===== config.mk =====
export PLATFORM = sky130hd
export DESIGN_NAME = mod_exp
export DESIGN_NICKNAME = d
export VERILOG_FILES = /design/src/rtl/keychain_pkg.sv /design/src/rtl/modulus.sv /design/src/rtl/square.sv /design/src/rtl/mod_exp.sv
export SDC_FILE = /design/constraint.sdc
export NUM_CORES = 2
export LEC_CHECK = 0
export ABC_AREA = 1
export BUFFER_PORTS_ARGS = -buffer_cell sky130_fd_sc_hd__buf_2
export CORE_MARGIN = 1.5
export CORE_UTILIZATION = 31
export CTS_BUF_LIST = sky130_fd_sc_hd__clkbuf_4
export DETAILED_ROUTE_END_ITERATION = 12
export PLACE_DENSITY = 0.45
export SLEW_MARGIN = 40
export SYNTH_ARGS = -nofsm -noshare
export SYNTH_HDL_FRONTEND = slang
export SYNTH_SLANG_ARGS = --single-unit

===== constraint.sdc =====
create_clock -name clk_in -period 16.1 [get_ports clk_in]
set_clock_uncertainty 0.1 [all_clocks]
set_input_delay 0.805 -clock clk_in [delete_from_list [all_inputs] [get_ports clk_in]]
set_output_delay 0.805 -clock clk_in [all_outputs]
set_load 0.02 [all_outputs]

===== src/rtl/keychain_pkg.sv =====
// Shared types and constants for the modular-exponentiation datapath.
package keychain_pkg;

  typedef enum logic [2:0] {
    IDLE,
    CHECK,
    LAUNCH,
    WAIT,
    STEP,
    DONE
  } mod_exp_state_t;

  localparam int ACC_INIT = 1;

endpackage


===== src/rtl/modulus.sv =====
// Sequential reduction of a 2*WIDTH-bit value modulo a WIDTH-bit modulus (restoring, one bit per cycle).
module modulus #(
  parameter int WIDTH = 16
) (
  input  logic               clk_in,
  input  logic               rst_in,
  input  logic               ready_in,
  input  logic [2*WIDTH-1:0] value_in,
  input  logic [WIDTH-1:0]   modulus_in,
  output logic [WIDTH-1:0]   result_out,
  output logic               valid_out
);

  localparam int CW = $clog2(2*WIDTH+1);

  logic [2*WIDTH-1:0] x;
  logic [WIDTH-1:0]   m;
  logic [WIDTH-1:0]   rem;
  logic [WIDTH-1:0]   rem_next;
  logic [WIDTH:0]     shifted;
  logic [WIDTH:0]     diff;
  logic [CW-1:0]      cnt;
  logic               busy;

  // rem stays below m, so one extra bit covers the shifted partial remainder.
  always_comb begin
    shifted  = {rem, x[2*WIDTH-1]};
    diff     = shifted - {1'b0, m};
    rem_next = (shifted >= {1'b0, m}) ? diff[WIDTH-1:0] : shifted[WIDTH-1:0];
  end

  always_ff @(posedge clk_in) begin
    valid_out <= 1'b0;
    if (rst_in) begin
      x          <= '0;
      m          <= '0;
      rem        <= '0;
      cnt        <= '0;
      busy       <= 1'b0;
      result_out <= '0;
    end else if (busy) begin
      x   <= x << 1;
      rem <= rem_next;
      cnt <= cnt - CW'(1);
      if (cnt == CW'(1)) begin
        busy       <= 1'b0;
        result_out <= rem_next;
        valid_out  <= 1'b1;
      end
    end else if (ready_in) begin
      x    <= value_in;
      m    <= modulus_in;
      rem  <= '0;
      cnt  <= CW'(2*WIDTH);
      busy <= 1'b1;
    end
  end

endmodule


===== src/rtl/square.sv =====
// Square-mod stage: value_in is sampled one cycle after ready_in, squared, then reduced.
module square #(
  parameter int WIDTH = 16
) (
  input  logic             clk_in,
  input  logic             rst_in,
  input  logic             ready_in,
  input  logic [WIDTH-1:0] value_in,
  input  logic [WIDTH-1:0] modulus_in,
  output logic [WIDTH-1:0] square_out,
  output logic             valid_out
);

  logic               pend;
  logic               go;
  logic [2*WIDTH-1:0] prod;

  always_ff @(posedge clk_in) begin
    if (rst_in) begin
      pend <= 1'b0;
      go   <= 1'b0;
      prod <= '0;
    end else begin
      pend <= ready_in;
      go   <= pend;
      if (pend) prod <= {{WIDTH{1'b0}}, value_in} * {{WIDTH{1'b0}}, value_in};
    end
  end

  modulus #(.WIDTH(WIDTH)) u_reduce (
    .clk_in     (clk_in),
    .rst_in     (rst_in),
    .ready_in   (go),
    .value_in   (prod),
    .modulus_in (modulus_in),
    .result_out (square_out),
    .valid_out  (valid_out)
  );

endmodule


===== src/rtl/mod_exp.sv =====
// Right-to-left square-and-multiply modular exponentiation driving a square stage and an acc*b reducer.
module mod_exp
  import keychain_pkg::*;
#(
  parameter int WIDTH = 16
) (
  input  logic             clk_in,
  input  logic             rst_in,
  input  logic             ready_in,
  input  logic [WIDTH-1:0] base_in,
  input  logic [WIDTH-1:0] exponent_in,
  input  logic [WIDTH-1:0] modulus_in,
  output logic [WIDTH-1:0] result_out,
  output logic             busy_out,
  output logic             valid_out,
  output mod_exp_state_t   state_out
);

  mod_exp_state_t     state;
  logic [WIDTH-1:0]   b, e, m, acc;
  logic [2*WIDTH-1:0] prod;
  logic               mul_go, sq_go;
  logic               mul_issued, sq_issued, mul_done, sq_done;
  logic [WIDTH-1:0]   mul_res, sq_res, mul_val, sq_val;
  logic               mul_valid, sq_valid;

  assign state_out = state;

  always_ff @(posedge clk_in or posedge rst_in) begin
    if (rst_in) begin
      state      <= IDLE;
      b          <= '0;
      e          <= '0;
      m          <= '0;
      acc        <= '0;
      prod       <= '0;
      mul_go     <= 1'b0;
      sq_go      <= 1'b0;
      mul_issued <= 1'b0;
      sq_issued  <= 1'b0;
      mul_done   <= 1'b0;
      sq_done    <= 1'b0;
      mul_res    <= '0;
      sq_res     <= '0;
      result_out <= '0;
      busy_out   <= 1'b0;
      valid_out  <= 1'b0;
    end else begin
      mul_go    <= 1'b0;
      sq_go     <= 1'b0;
      valid_out <= 1'b0;
      case (state)
        IDLE: if (ready_in) begin
          b        <= base_in;
          e        <= exponent_in;
          m        <= modulus_in;
          acc      <= WIDTH'(ACC_INIT);
          busy_out <= 1'b1;
          state    <= CHECK;
        end
        CHECK: begin
          // acc already holds 1 for the e==0 case; m<=1 forces 0.
          if (m <= WIDTH'(1)) begin
            acc   <= '0;
            state <= DONE;
          end else if (e == '0) begin
            state <= DONE;
          end else begin
            state <= LAUNCH;
          end
        end
        LAUNCH: begin
          prod       <= {{WIDTH{1'b0}}, acc} * {{WIDTH{1'b0}}, b};
          mul_go     <= e[0];
          sq_go      <= |e[WIDTH-1:1];
          mul_issued <= e[0];
          sq_issued  <= |e[WIDTH-1:1];
          mul_done   <= 1'b0;
          sq_done    <= 1'b0;
          state      <= WAIT;
        end
        WAIT: begin
          if (mul_valid) begin
            mul_res  <= mul_val;
            mul_done <= 1'b1;
          end
          if (sq_valid) begin
            sq_res  <= sq_val;
            sq_done <= 1'b1;
          end
          if ((mul_done || mul_valid || !mul_issued) && (sq_done || sq_valid || !sq_issued))
            state <= STEP;
        end
        STEP: begin
          if (mul_issued) acc <= mul_res;
          if (sq_issued) b <= sq_res;
          e     <= e >> 1;
          state <= (e[WIDTH-1:1] == '0) ? DONE : LAUNCH;
        end
        DONE: begin
          result_out <= acc;
          busy_out   <= 1'b0;
          valid_out  <= 1'b1;
          state      <= IDLE;
        end
        default: state <= IDLE;
      endcase
    end
  end

  modulus #(.WIDTH(WIDTH)) u_mult_mod (
    .clk_in     (clk_in),
    .rst_in     (rst_in),
    .ready_in   (mul_go),
    .value_in   (prod),
    .modulus_in (m),
    .result_out (mul_val),
    .valid_out  (mul_valid)
  );

  square #(.WIDTH(WIDTH)) u_square (
    .clk_in     (clk_in),
    .rst_in     (rst_in),
    .ready_in   (sq_go),
    .value_in   (b),
    .modulus_in (m),
    .square_out (sq_val),
    .valid_out  (sq_valid)
  );

endmodule

Word-level counts from Yosys, hierarchy flattened:

Index checks and enable logic that the tools add are counted.

* register bits after elaboration: 365
* input bits: 51

* add/subtract/negate cells: 4
* $lt $le $gt $ge: 3
* bitwise operators: 2
* $mul: 2
* muxes and demuxes: 46
* reduce and logical (&&, ||, !) cells: 35
* eq/ne operators: 14

Operators by type and width (number)
* $mux W16: 12
* $mux W32: 4
* $mul A16 B16 Y32: 2
* $pmux W16 S2: 2
* $pmux W16 S3: 1
* $ge A17 B16 Y1: 2
* $sub A16 B16 Y16: 2
* $mux W6: 4
* $reduce_and A2 Y1: 12
* $le A16 B1 Y1 const B: 1
* $logic_not A16 Y1: 1
* $logic_not A15 Y1: 1
* $mux W3: 5
* $pmux W3 S5: 1
* $reduce_or A15 Y1: 1
* $mux W1: 14
* $eq A6 B1 Y1 const B: 2
* $sub A6 B1 Y6 const B: 2
* $ne A2 B2 Y1 const B: 5
* $reduce_bool A2 Y1: 5
* $reduce_or A2 Y1: 4
* $eq A3 B2 Y1 const B: 2
* $eq A3 B3 Y1 const B: 2
* $pmux W1 S2: 3
* other kinds (10): 16

Logic depth before layout (Yosys ltp):

* depth in word-level cells: 5
* mapped depth: 29

Cells and area by module:

From an unflattened synthesis, not the netlist that was laid out.

* cells, all modules: 4740
* area, all modules: 34336.7 um^2

Modules (own cells, without submodules)
* mod_exp: times used 1, cells each 1994, area an instance 15600.0 um^2
* modulus: times used 2, cells each 738, area an instance 4822.1 um^2
* square: times used 1, cells each 1270, area an instance 9092.5 um^2

Least setup slack after synthesis:

Ideal clock, no wire load.

* path kind: input to register
* start point: input rst_in
* end point: register u_mult_mod.x[10]
* slack: 9642 ps
* data required time: 15925 ps
* buffers on the path: 3
* setup time: 75 ps
* arrival: 6283 ps
* cell stages on the path: 6
* path through: clkbuf_1 inv_1 clkbuf_1 clkbuf_1 nand2_1 inv_1

RTL lines
* from (decl): line mod_exp.sv:8 `input logic rst_in,`
* to (signal assigned): line modulus.sv:42 `x <= x << 1;`
* to (signal assigned): line modulus.sv:51 `x <= value_in;`
* to (decl): line modulus.sv:16 `logic [2*WIDTH-1:0] x;`

No word-level cell between the ends.

Worst setup path after layout:

* start point: register acc[11]
* end point: register prod[23]

* cells in the longest elaborated chain, start to end: 1

Ends and longest elaborated chain
* from (decl): line mod_exp.sv:20 `logic [WIDTH-1:0] b, e, m, acc;`
* from (signal assigned): line mod_exp.sv:57 `acc <= WIDTH'(ACC_INIT);`
* from (signal assigned): line mod_exp.sv:95 `if (mul_issued) acc <= mul_res;`
* $mul A16 B16 Y32: line mod_exp.sv:73 `prod <= {{WIDTH{1'b0}}, acc} * {{WIDTH{1'b0}}, b};`
* to (signal assigned): line mod_exp.sv:73
* to (decl): line mod_exp.sv:21 `logic [2*WIDTH-1:0] prod;`

No other way between the ends.
A chain may end at the register's enable or synchronous reset.

==> impl_metrics.tcl <==
set metrics [dict create \
    outcome "finished, final reports clean" \
    hold_class "input port to async pin" \
    ys_types 52 \
    slowest_delay_ns 0.88 \
    yosysTopAreaCellShare 0.211 \
    clkTransAtPathRegs_ns 0.07 \
    antenna_found_initial 6 \
    clock_latency_ns 0.95 \
    crit_slowest_cell "dfrtp_1" \
    yosys.area.top_type "fa_1" \
    drive_gt1_frac 0.0899 \
    wl_per_cell_um 15.9 \
    avgSynthCellArea_um2 7.47 \
    htreeDepth 3 \
    critPathRequiredTime_ns 16.70 \
    cts_sinks 364 \
    synth_seq_cells 364 \
    post-cts-setup-buffers 0 \
    cts_hold_buf 37 \
    yosysWarningCount 0 \
    n_fill_cell 11800 \
    hold_viol 0 \
    io_pins 72 \
    fin_nets 5261 \
    drv_slew 0 \
    synth_edf_count 0 \
    critPathLaunchType "flip-flop" \
    max_slew_margin 0.433 \
    crit_start "acc[11]" \
    yosysMostFrequentCell "nand2_1" \
    fmax_mhz 161 \
    endpoint_kind "flip-flop" \
    synth.cell_area_mm2 0.0339 \
    track_usage 0.180 \
    drt-total-wl_um 97600 \
    die_area_mm2 0.112 \
    finalSetupViolations 0 \
    synth_common_cells "1,223 x nand2_1, 1,057 x inv_1, 358 x fa_1" \
    r2r-start "acc[11]" \
    die_w_um 334 \
    crit_fanout 17 \
    cts_buffer_depth 3 \
    grt_pass1_vias 28700 \
    fp-row-count 121 \
    post-route-period-util 0.386 \
    drc 0 \
    worstRegToRegCells 17 \
    core_area_mm2 0.109 \
    numCtsBuffers 106 \
    maxCapViolCount 0 \
    cp.arrival_ns 6.83 \
    rsz0062_at_grt "false" \
    synthArstFlopShare 0.426 \
    period_needed_ns 6.22 \
    vias 27800 \
    cts_root_buffer "clkbuf_4" \
    setup_tns_ns 0 \
    crit_type "flip-flop to flip-flop" \
    drt_pass1_iterations 6 \
    cts_tree "yes" \
    grt_start_max_net_pins 113 \
    synth_ff_type "dfxtp_1" \
    synthCells 4542 \
    grt-ovfl-total 0 \
    synth_area_leaders "fa_1 21%, nand2_1 14%, dfxtp_1 12%, inv_1 12%, dfrtp_1 11%" \
    cts-resized-gates 0 \
    portBuffers 71 \
    path_cells "nand2_1 > fa_1 > fa_1 > fa_1 > inv_1 > fa_1 > fa_1 > fa_1 > ha_1 > inv_1 > o21ai_0 > a21boi_0 > nand3_1 > nand2_1 > nand3b_1 > nand3_1 > o21ai_0" \
    place_hpwl_um 72900 \
    seq_area_frac_synth 0.238 \
    area_delta_synth_final_pct 10.4 \
    worst_pin_slew_ns 0.851 \
    grt_pass1_wl_um 159000 \
    drt_iter0_markers 1504 \
    die_height_um 334 \
    ant_nets 0 \
    gp_congestion 0.875 \
    start_util 0.312 \
    synth_nets 5188 \
    routed_via_density 4.54 \
    worst_path_most_repeated_cell "fa_1" \
]
state kept, by name (all words and copies together), names as in the netlist, 16 cells and up:
register and flops:
prod 32, u_mult_mod.x 32, u_square.u_reduce.x 32, u_square.prod 31
acc 16, b 16, e 16, m 16
mul_res 16, result_out 16, sq_res 16, u_mult_mod.m 16
u_mult_mod.rem 16, u_mult_mod.result_out 16, u_square.u_reduce.m 16, u_square.u_reduce.rem 16
u_square.u_reduce.result_out 16
cell families (layout without fill, tap and decap cells):
| group | after synthesis | after routing | share of synthesized area |
|---|---|---|---|
| and+or+nand+nor | 1800 | 1800 | 0.224 |
| buffers and inverters | 1258 | 1419 | 0.141 |
| adders and majority gates | 595 | 595 | 0.298 |
| AOI/OAI and AO/OA | 453 | 453 | 0.0774 |
| DFF | 364 | 364 | 0.238 |
| xor gates and xnor gates | 42 | 42 | 0.0108 |
| muxes | 30 | 30 | 0.00995 |
| other | 0 | 8 | 0 |
critical path, delay by kind of cell (launching register included):
kind | cells | cell delay [ns]
adders and majority gates | 7 | 3.43
DFF | 1 | 0.88
and+or+nand+nor | 5 | 0.78
AOI/OAI and AO/OA | 3 | 0.65
buffers and inverters | 2 | 0.18
per-stage QoR:
stage | hold WS (ns) | instances | cell area (um2) | setup WS (ns) | util
after floorplan | 0.319 | 4542 | 33900 | 8.40 | -
after global placement | 0.339 | 5884 | 35700 | 9.85 | 0.328
after detailed placement | 0.338 | 5884 | 35700 | 9.93 | 0.328
after CTS | 0.00106 | 6117 | 37500 | 9.91 | 0.345
after global routing | 0.0524 | 6120 | 37500 | 9.50 | 0.345
final | 0.0604 | 6125 | 37500 | 9.88 | 0.345
cells in the final DEF (no fill, tap or decap), types with 8 or more instances in the layout:
master            n
a21oi_1         144
a21oi_2          22
a22oi_1          36
a31oi_1          25
buf_2            70
buf_4            45
clkbuf_4        161
clkinv_1         27
dfrtp_1         152
dfxtp_1         207
diode_2           8
dlygate4sd3_1    37
fa_1            358
ha_1            237
inv_1          1055
inv_2            12
mux2_1           14
mux2_2           16
nand2_1        1223
nand2_2          10
nand2_4          25
nand3_1         226
nand3_2          22
nand3b_1          9
nand4_1          33
nor2_1          198
nor3_1           23
o21ai_0         175
o21ai_1           8
o21bai_1         13
o221ai_1         12
xnor2_1          22
xor2_1           20
path summary, 6_finish.rpt:
kind	end	slack [ns]
hold reg to reg	u_mult_mod.result_out[6]	0.35
hold / removal	b[4]	0.06
min in group clk_in	b[2]	0.10
setup / recovery	prod[23]	9.88
setup reg to reg	prod[23]	9.88
max in group asynchronous	acc[8]	13.99
layout make-up:
type / instances / area [um2] / area share
inverter: 1070 / 4020 / 0.107
multi-input combinational: 2920 / 21100 / 0.563
clock buffer: 161 / 1210 / 0.0322
sequential: 364 / 8070 / 0.215
tap: 1414 / 1770 / 0.0472
timing repair buffer: 153 / 1070 / 0.0285
antenna: 8 / 20.0 / 0.000534
clock inverter: 35 / 206 / 0.00551
per-layer routing:
layer | track usage | up-vias | share of wire
met2 | 0.294 | 502 | 0.46
met3 | 0.0307 | 128 | 0.047
li1 | - | 13900 | -
met4 | 0.0501 | 6 | 0.022
met5 | 0 | - | 0.00038
met1 | 0.245 | 13200 | 0.48
Power is not shown: default switching activity piles up to over one toggle a cycle in this logic, so the estimate is an artifact.
